### config.mk
export PLATFORM = sky130hd
export DESIGN_NAME = fifo_param
export DESIGN_NICKNAME = d
export VERILOG_FILES = /design/src/rtl/fifo_pkg.sv /design/src/rtl/fifo_mem.sv /design/src/rtl/fifo_param.sv
export SDC_FILE = /design/constraint.sdc
export NUM_CORES = 1
export LEC_CHECK = 0
export CELL_PAD_IN_SITES_DETAIL_PLACEMENT = 0
export CELL_PAD_IN_SITES_GLOBAL_PLACEMENT = 1
export CORE_MARGIN = 3
export CORE_UTILIZATION = 55
export CTS_CLUSTER_DIAMETER = 60
export DETAILED_ROUTE_END_ITERATION = 7
export HOLD_SLACK_MARGIN = 0.12
export PLACE_DENSITY = 0.95
export REMOVE_ABC_BUFFERS = 1
export SLEW_MARGIN = 20
export SYNTH_ARGS = -nofsm -noshare
export SYNTH_HDL_FRONTEND = slang
export SYNTH_SLANG_ARGS = --single-unit
export TNS_END_PERCENT = 10
### constraint.sdc
create_clock -name clk -period 3.75 [get_ports clk]
set_input_delay 0.75 -clock clk [delete_from_list [all_inputs] [get_ports clk]]
set_output_delay 0.75 -clock clk [all_outputs]
set_load 0.1 [all_outputs]
### src/rtl/fifo_pkg.sv
// Shared constants and helpers for the parametrised FIFO family.
package fifo_pkg;

    localparam int FIFO_DEF_DATA_W = 8;
    localparam int FIFO_DEF_DEPTH  = 16;

    function automatic int clog2(input int value);
        int result;
        result = 0;
        for (int i = 0; i < 31; i++) begin
            if ((1 << i) < value) result = i + 1;
        end
        return result;
    endfunction

endpackage

### src/rtl/fifo_mem.sv
// DEPTH x DATA_W storage for fifo_param: one synchronous write port, one read port.
// With FIFO_PARAM_FWFT_EN the read port is combinational, otherwise it is registered.
module fifo_mem #(
    parameter int DATA_W = 8,
    parameter int DEPTH  = 16,
    parameter int AW     = 4
) (
    input  logic              clk,
`ifndef FIFO_PARAM_FWFT_EN
    input  logic              rst,
    input  logic              rd_en,
`endif
    input  logic              wr_en,
    input  logic [AW-1:0]     wr_addr,
    input  logic [DATA_W-1:0] wr_data,
    input  logic [AW-1:0]     rd_addr,
    output logic [DATA_W-1:0] rd_data
);

    logic [DATA_W-1:0] mem [DEPTH];

    always_ff @(posedge clk) begin
        if (wr_en) mem[wr_addr] <= wr_data;
    end

`ifdef FIFO_PARAM_FWFT_EN
    assign rd_data = mem[rd_addr];
`else
    // A read of the slot being overwritten (full, read+write) returns the old word.
    always_ff @(posedge clk) begin
        if (!rst) begin
            rd_data <= '0;
        end else if (rd_en) begin
            rd_data <= mem[rd_addr];
        end
    end
`endif

endmodule

### src/rtl/fifo_param.sv
// Parametrised single-clock FIFO with thresholds, sticky errors and flush.
// Define FIFO_PARAM_FWFT_EN for first-word-fall-through reads.
module fifo_param
    import fifo_pkg::*;
#(
    parameter int DATA_W   = FIFO_DEF_DATA_W,
    parameter int DEPTH    = FIFO_DEF_DEPTH,
    parameter int AF_LEVEL = DEPTH - 2,
    parameter int AE_LEVEL = 2,
    localparam int AW      = clog2(DEPTH),
    localparam int CW      = AW + 1
) (
    input  logic              clk,
    input  logic              rst,
    input  logic              flush,
    input  logic              wr_en,
    input  logic [DATA_W-1:0] data_in,
    input  logic              rd_en,
    output logic [DATA_W-1:0] data_out,
    output logic              rd_valid,
    output logic              full,
    output logic              empty,
    output logic              almost_full,
    output logic              almost_empty,
    output logic [CW-1:0]     count,
    output logic              overflow,
    output logic              underflow,
    input  logic              clr_err
);

    logic [AW-1:0] wr_ptr;
    logic [AW-1:0] rd_ptr;
    logic          rd_acc;
    logic          wr_acc;
    logic          ovf_set;
    logic          udf_set;
    logic [CW-1:0] count_nxt;

    // Flush masks both requests, so it never raises an error flag.
    assign rd_acc  = rd_en && !empty && !flush;
    assign wr_acc  = wr_en && (!full || rd_acc) && !flush;
    assign ovf_set = wr_en && full && !rd_acc && !flush;
    assign udf_set = rd_en && empty && !flush;

    always_comb begin
        count_nxt = count;
        if (flush) begin
            count_nxt = '0;
        end else if (wr_acc && !rd_acc) begin
            count_nxt = count + CW'(1);
        end else if (rd_acc && !wr_acc) begin
            count_nxt = count - CW'(1);
        end
    end

    always_ff @(posedge clk) begin
        if (!rst) begin
            wr_ptr       <= '0;
            rd_ptr       <= '0;
            count        <= '0;
            full         <= 1'b0;
            empty        <= 1'b1;
            almost_full  <= 1'b0;
            almost_empty <= 1'b1;
            overflow     <= 1'b0;
            underflow    <= 1'b0;
        end else begin
            if (flush) begin
                wr_ptr <= '0;
                rd_ptr <= '0;
            end else begin
                if (wr_acc) wr_ptr <= wr_ptr + AW'(1);
                if (rd_acc) rd_ptr <= rd_ptr + AW'(1);
            end
            // Flags come from the next count so they move in step with count.
            count        <= count_nxt;
            full         <= (count_nxt == CW'(DEPTH));
            empty        <= (count_nxt == '0);
            almost_full  <= (count_nxt >= CW'(AF_LEVEL));
            almost_empty <= (count_nxt <= CW'(AE_LEVEL));
            if (ovf_set) overflow <= 1'b1;
            else if (clr_err) overflow <= 1'b0;
            if (udf_set) underflow <= 1'b1;
            else if (clr_err) underflow <= 1'b0;
        end
    end

    fifo_mem #(
        .DATA_W (DATA_W),
        .DEPTH  (DEPTH),
        .AW     (AW)
    ) u_mem (
        .clk     (clk),
`ifndef FIFO_PARAM_FWFT_EN
        .rst     (rst),
        .rd_en   (rd_acc),
`endif
        .wr_en   (wr_acc),
        .wr_addr (wr_ptr),
        .wr_data (data_in),
        .rd_addr (rd_ptr),
        .rd_data (data_out)
    );

`ifdef FIFO_PARAM_FWFT_EN
    assign rd_valid = !empty;
`else
    always_ff @(posedge clk) begin
        if (!rst) begin
            rd_valid <= 1'b0;
        end else begin
            rd_valid <= rd_acc;
        end
    end
`endif

endmodule
==> summary.txt, run 1 <==
Run status
  • Status: completed

Critical path
  • Crit end category: flop
  • CP Cell Sequence: clkdlybuf4s50_1, nand2b_1, a21oi_2, nand2_1, nor2_1
  • Worst R2R Path Depth: 4
  • Req. time, crit path: 3.80 ns
  • Crit start category: input port
  • Crit path max fanout: 10
  • Worst R2R Setup Slack: 1.33 ns
  • WS Path Type: input port to flop
  • Reg-to-reg endpoint: u_mem.mem[7][2]$_DFFE_PP_
  • CP peak stage delay: 0.61 ns
  • WP data arrival: 2.92 ns
  • Slowest cell on crit path: nor2_1
  • Crit path buf inv count: 1
  • CP top delay family: simple AND/OR/NAND/NOR gates
  • Worst r2r src: empty$_SDFF_PN1_

Layout
  • Synth-to-layout area growth: 16.80%
  • FF/Latch Area: 4405 µm²
  • Share of cells above drive strength 1: 19.76%
  • Most frequent cells in the layout: edfxtp_1, nor2_1, clkdlybuf4s50_1
  • Antenna Cells: 0
  • Fin area: 7315 µm²
  • Final net count: 433
  • Commonest non-fill, non-tap cell in the layout: edfxtp_1
  • Fill count: 716
  • Area of the multi-input gates: 1719 µm²

CTS
  • Post-CTS setup buffer count: 0
  • Clk root buf: clkbuf_16
  • PostCTS Resize Cnt: 0
  • Hold buffers post-CTS: 0
  • Clk sinks: 156
  • Num CTS Buffers: 17
  • CTS Buffer Depth: 2
  • H-tree Lvls: 4
  • CTS tree: done
  • Clock Latency Late Sink: 0.42 ns
  • Worst-path clk slew: 0.07 ns

Power
  • PD cells: 511.1 nW/µm²
  • Static Leak: 2.355 nW
  • Combinational share of power: 4.7%
  • Sequential power share: 50.6%
  • VDD IR max: 0.3849 mV
  • P_sw: 0.0008991 W
  • Pint: 0.002840 W
  • Clock network power share: 44.7%
  • Switch share: 24.05%

Routing
  • Total routed wirelength: 12.79 mm
  • Via Count: 3457
  • Via/cell ratio: 6.119
  • Post-DRT Antenna Nets: 0
  • Post-route DRC: 0
  • WL per Instance: 22.64 µm
  • DR pass1 iterations: 5
  • Initial drt markers: 345

STA
  • Slew Limit Fails: 0
  • RSZ-0062 raised after global routing: no
  • Setup TNS: 0 ns
  • Period utilization: 76.44%
  • Relative slew slack: 34.30%
  • Hold slack: 0.4698 ns
  • Fmax achieved: 348.9 MHz
  • Fin crit period: 2.866 ns
  • Final Skew: 0.009437 ns
  • Worst Max-Slew Pin Slew: 0.9824 ns
  • Setup violation total in the final timing report: 0
  • Final hold violations: 0

Synthesis
  • Post-synth cell types: 50
  • Ys async rst share: 0%
  • Cell count after synthesis: 370
  • Mux cell area share after synthesis: 11.51%
  • Synth Area in Adders: 1.399%
  • Post-synth top flop: edfxtp_1
  • XOR/XNOR share of the synthesized area: 1.119%
  • Post-synthesis simple-gate area fraction: 7.852%
  • Synth Area in Compound Gates: 5.574%
  • Syn_area_per_cell: 16.93 µm²
  • Synth warn: 0
  • Post-synthesis register bit count: 156
  • Mapped Area: 6262 µm²
  • Sequential share of the synthesized area: 70.33%
  • Largest family of logic cells by synthesized area: multiplexers
  • Post-synth EDFFs: 128

Min path
  • Hold Path End: underflow$_SDFFE_PN0P_
  • Tightest Hold Check Type: flop to flop
  • Worst hold start: underflow$_SDFFE_PN0P_
  • Worst Hold Depth: 2

Global routing
  • Vias in the first global route: 3418
  • Grt total ovfl: 0
  • Pin count of the biggest net entering global routing: 36
  • Number of antenna violations at the first check in global routing: 0
  • Gr usage total: 21.49%
  • Wire length of the first global-routing pass: 20.27 mm

Place
  • IO Port Bufs: 33
  • GP Congestion: 0.8468
  • DP Area: 6720 µm²
  • Post-DP HPWL: 8.205 mm

Floorplan
  • Die X: 112.7 µm
  • Initial core utilization: 57.02%
  • Core area: 10980 µm²
  • Io pins: 34
  • Row count: 38
  • Die Area: 12700 µm²
  • Die H: 112.7 µm

Run
  • Max Cap Viol: 0
## flip-flops by register name (all words and copies together), names as in the netlist
signal / cells
overflow: 1
count: 5
wr_ptr: 4
almost_full: 1
full: 1
u_mem.rd_data: 8
u_mem.mem: 128
underflow: 1
rd_ptr: 4
rd_valid: 1
almost_empty: 1
empty: 1
## cell type report
type	count	area share, %
clock inverters	15	2.309
flip-flops and latches	156	60.23
multi-input cells	189	23.50
repair buffers	42	5.440
well taps	140	2.395
clock buffers	17	5.816
inverters	6	0.3079
## synthesized netlist by cell type (4+ instances only)
| cell | number | area [µm²] |
|---|---|---|
| nand2b_1 | 7 | 43.79 |
| inv_1 | 6 | 22.52 |
| mux4_2 | 32 | 720.7 |
| nor2_1 | 36 | 135.1 |
| o22ai_1 | 8 | 50.05 |
| a21oi_1 | 6 | 30.03 |
| clkbuf_1 | 7 | 26.28 |
| nor3_1 | 7 | 35.03 |
| edfxtp_1 | 128 | 3844 |
| nor2b_1 | 5 | 31.28 |
| buf_2 | 4 | 20.02 |
| a22o_1 | 16 | 140.1 |
| dfxtp_1 | 28 | 560.5 |
| xor2_1 | 5 | 43.79 |
| ha_1 | 7 | 87.58 |
| nand2_1 | 19 | 71.32 |
## worst max path at each step
stage | from | end | slack [ns] | depth (start not counted)
after global placement | rd_en | u_mem.mem[15][4]$_DFFE_PP_ | 0.67 | 5
final | rd_en | u_mem.mem[7][2]$_DFFE_PP_ | 0.88 | 5
after floorplan | rd_ptr[0]$_SDFFE_PP0P_ | u_mem.rd_data[0]$_SDFFE_PN0P_ | 1.07 | 4
after global routing | rd_en | u_mem.mem[7][2]$_DFFE_PP_ | 0.65 | 5
after detailed placement | rd_en | u_mem.mem[7][4]$_DFFE_PP_ | 0.50 | 5
after CTS | count[1]$_SDFF_PN0_ | count[1] | 0.89 | 1
## worst reg2reg max path, cell delays in order (launching register included)
cell	delay, ns
dfxtp_1	0.37
nand2b_1	0.33
a21oi_2	0.46
nand2_1	0.28
nor2_1	0.61
## through the flow
step           setup slack, ns  std cells  total power, W  utilization, %
2_1_floorplan            1.072        351        0.002029               -
3_3_place_gp            0.6690        533        0.002100           61.19
3_5_place_dp            0.5019        533        0.002106           61.19
5_1_grt                 0.6473        565        0.003842           66.60
4_1_cts                 0.8855        565        0.003759           66.60
6_report                0.8836        565        0.003739           66.60
## power by group through the flow
stage,logic [W],registers (W),clock network [W]
2_1_floorplan,0.0000579,0.00197,0
3_5_place_dp,0.000176,0.00193,0
6_report,0.000177,0.00189,0.00167
3_3_place_gp,0.000172,0.00193,0
5_1_grt,0.000189,0.00189,0.00176
4_1_cts,0.000178,0.00189,0.00169
## logic make-up (layout without fill, tap and decap cells)
family,after synthesis,after routing
simple gates,95,95
mux,32,32
fa+ha+maj,7,7
compound gates,47,47
flops,156,156
xor+xnor,8,8
buf+inv,25,80
## metal layers
layer | vias up | wire length [µm] | global-route usage [%]
met4 | 0 | 218 | 6.891
met2 | 182 | 6114 | 32.98
met3 | 17 | 894 | 5.134
li1 | 1539 | - | -
met5 | - | 0 | 0
met1 | 1719 | 5562 | 30.97
(Power assumes the default switching activity.)
==> run 2, diff against run 1 <==
--- a/config.mk
+++ b/config.mk
@@ -8,11 +8,11 @@
 export CELL_PAD_IN_SITES_DETAIL_PLACEMENT = 0
 export CELL_PAD_IN_SITES_GLOBAL_PLACEMENT = 1
 export CORE_MARGIN = 3
-export CORE_UTILIZATION = 55
+export CORE_UTILIZATION = 51
 export CTS_CLUSTER_DIAMETER = 60
 export DETAILED_ROUTE_END_ITERATION = 7
 export HOLD_SLACK_MARGIN = 0.12
-export PLACE_DENSITY = 0.95
+export PLACE_DENSITY = 0.9
 export REMOVE_ABC_BUFFERS = 1
 export SLEW_MARGIN = 20
 export SYNTH_ARGS = -nofsm -noshare
==> constraint.sdc (replaced) <==
create_clock -name clk -period 2.9 [get_ports clk]
set_input_delay 0.58 -clock clk [delete_from_list [all_inputs] [get_ports clk]]
set_output_delay 0.58 -clock clk [all_outputs]
set_load 0.1 [all_outputs]
==> run 2 against run 1 <==
  * Core utilization fell by 3.4 points
  * Global-route usage fell by 1.2 points
  * Hold slack got worse by 0.0017 ns
  * Critical path depth rose by 1
  * Critical endpoint is now u_mem.mem[3][0]$_DFFE_PP_
  * Cell area rose by 1.1%
  * Setup slack got worse by 0.21 ns
  * Count of clock-buffer cells in the layout rose by 1
  * Sequential share of layout area fell by 0.66 points
  * Register-to-register slack got worse by 0.49 ns
  * Via count fell by 1.6%
  * Largest cell class unchanged
  * Die area rose by 7.4%
==> summary.txt, run 2 (synthesized netlist as in run 1, its figures left out) <==
Global routing
  • Number of antenna violations at the first check in global routing: 0
  • Pin count of the biggest net entering global routing: 36
  • Wire length of the first global-routing pass: 19.70 mm
  • Vias in the first global route: 3459
  • Grt total ovfl: 0
  • Gr usage total: 20.29%

CTS
  • Clk root buf: clkbuf_16
  • Clk sinks: 156
  • Post-CTS setup buffer count: 0
  • H-tree Lvls: 4
  • Num CTS Buffers: 17
  • Worst-path clk slew: 0.06 ns
  • CTS tree: done
  • Hold buffers post-CTS: 0
  • Clock Latency Late Sink: 0.41 ns
  • PostCTS Resize Cnt: 0
  • CTS Buffer Depth: 2

Critical path
  • Crit start category: input port
  • Req. time, crit path: 3.02 ns
  • WS Path Type: input port to flop
  • Crit path max fanout: 12
  • Crit path buf inv count: 2
  • CP top delay family: buffers and inverters
  • CP peak stage delay: 0.69 ns
  • Crit end category: flop
  • CP Cell Sequence: clkdlybuf4s50_1, nand2b_1, a21oi_2, nand2_1, nor3_1, buf_4
  • WP data arrival: 2.35 ns
  • Slowest cell on crit path: clkdlybuf4s50_1

Routing
  • Post-route DRC: 0
  • Post-DRT Antenna Nets: 0
  • Via/cell ratio: 5.837
  • WL per Instance: 21.56 µm
  • Total routed wirelength: 12.57 mm
  • Via Count: 3403
  • DR pass1 iterations: 4
  • Initial drt markers: 317

STA
  • Setup violation total in the final timing report: 0
  • Fin crit period: 2.226 ns
  • Final Skew: 0.005670 ns
  • Setup TNS: 0 ns
  • Relative slew slack: 57.55%
  • Fmax achieved: 449.2 MHz
  • RSZ-0062 raised after global routing: no
  • Slew Limit Fails: 0
  • Period utilization: 76.77%
  • Final hold violations: 0
  • Worst Max-Slew Pin Slew: 0.6347 ns

Min path
  • Tightest Hold Check Type: flop to flop

Layout
  • FF/Latch Area: 4405 µm²
  • Fill count: 837
  • Share of cells above drive strength 1: 26.59%
  • Antenna Cells: 0
  • Reg with most FFs: u_mem.mem
  • Area of the multi-input gates: 1719 µm²
  • Max reg flops: 128
  • Largest regs: u_mem.mem: 128 flops, u_mem.rd_data: 8 flops, count: 5 flops
  • Finished Core Util: 63.15%
  • Commonest non-fill, non-tap cell in the layout: edfxtp_1
  • Most frequent cells in the layout: edfxtp_1, buf_4, nor2_1
  • Synth-to-layout area growth: 18.10%
  • Final net count: 448

Power
  • PD cells: 659.9 nW/µm²
  • VDD IR max: 0.5190 mV
  • Static Leak: 2.469 nW

Run
  • Max Cap Viol: 0

Floorplan
  • Die Area: 13640 µm²
  • Io pins: 34
  • Row count: 39
  • Initial core utilization: 53.47%
  • Die H: 116.8 µm
  • Core area: 11710 µm²
  • Die X: 116.8 µm

Run status
  • Status: completed

Place
  • Post-DP HPWL: 7.997 mm
  • GP Congestion: 0.8031
  • IO Port Bufs: 33
==> run 2: cell types whose count changed in the layout (fill, tap and decap cells not counted), sizes merged <==
cell           change
buf               +35
clkdlybuf4s50     -20
inv                -6
bufinv             +3
clkinvlp           +2
clkbuf             +1
==> run 2: cell type report <==
class                           count  area share (%)
Clock inverter                     14           2.267
Timing Repair Buffer               57           6.395
Tap cell                          143           2.419
Multi-Input combinational cell    189           23.24
Inverter                            6          0.3045
Sequential cell                   156           59.57
Clock buffer                       18           5.803
==> run 2: where the power goes <==
group	total (W)	internal [W]	switching, W
Combinational	0.000223	0.0000777	0.000145
Sequential	0.00245	0.00244	0.0000138
Clock	0.00221	0.00135	0.000855
Total	0.00488	0.00387	0.00101
==> run 2: worst paths after layout <==
path                                      start                       endpoint  slack [ns]  cells after the start
setup / recovery                          wr_en      u_mem.mem[3][0]$_DFFE_PP_        0.67                      6
hold / removal    u_mem.rd_data[5]$_SDFFE_PN0P_  u_mem.rd_data[5]$_SDFFE_PN0P_        0.47                      2
setup reg to reg         rd_ptr[0]$_SDFFE_PP0P_  u_mem.rd_data[5]$_SDFFE_PN0P_        0.84                      5
hold reg to reg   u_mem.rd_data[5]$_SDFFE_PN0P_  u_mem.rd_data[5]$_SDFFE_PN0P_        0.47                      2
==> run 2: worst register-to-register path, cell delays in order, from the launching register on <==
cell	delay [ns]
dfxtp_2	0.58
buf_12	0.28
mux4_2	0.55
a22o_1	0.27
nor2_1	0.17
o22ai_1	0.09
==> run 2: through the flow <==
step | worst slack [ns] | std cells | area, µm² | hold WS [ns] | total power, W
2_1_floorplan | 0.2216 | 351 | 6146 | 0.5282 | 0.002623
3_3_place_gp | 0.2925 | 551 | 6799 | 0.4568 | 0.002713
3_5_place_dp | 0.2721 | 551 | 6799 | 0.4592 | 0.002720
4_1_cts | 0.7068 | 583 | 7396 | 0.4712 | 0.004910
5_1_grt | 0.5224 | 583 | 7396 | 0.4918 | 0.005030
6_report | 0.6737 | 583 | 7396 | 0.4681 | 0.004881
==> run 2: routing by layer <==
layer / wire length [µm] / vias up / GRT usage, %
met4: 239 / 0 / 7.798
met1: 5423 / 1690 / 28.59
met3: 838 / 24 / 4.987
met2: 6071 / 124 / 30.98
li1: - / 1565 / -
met5: 0 / - / 0
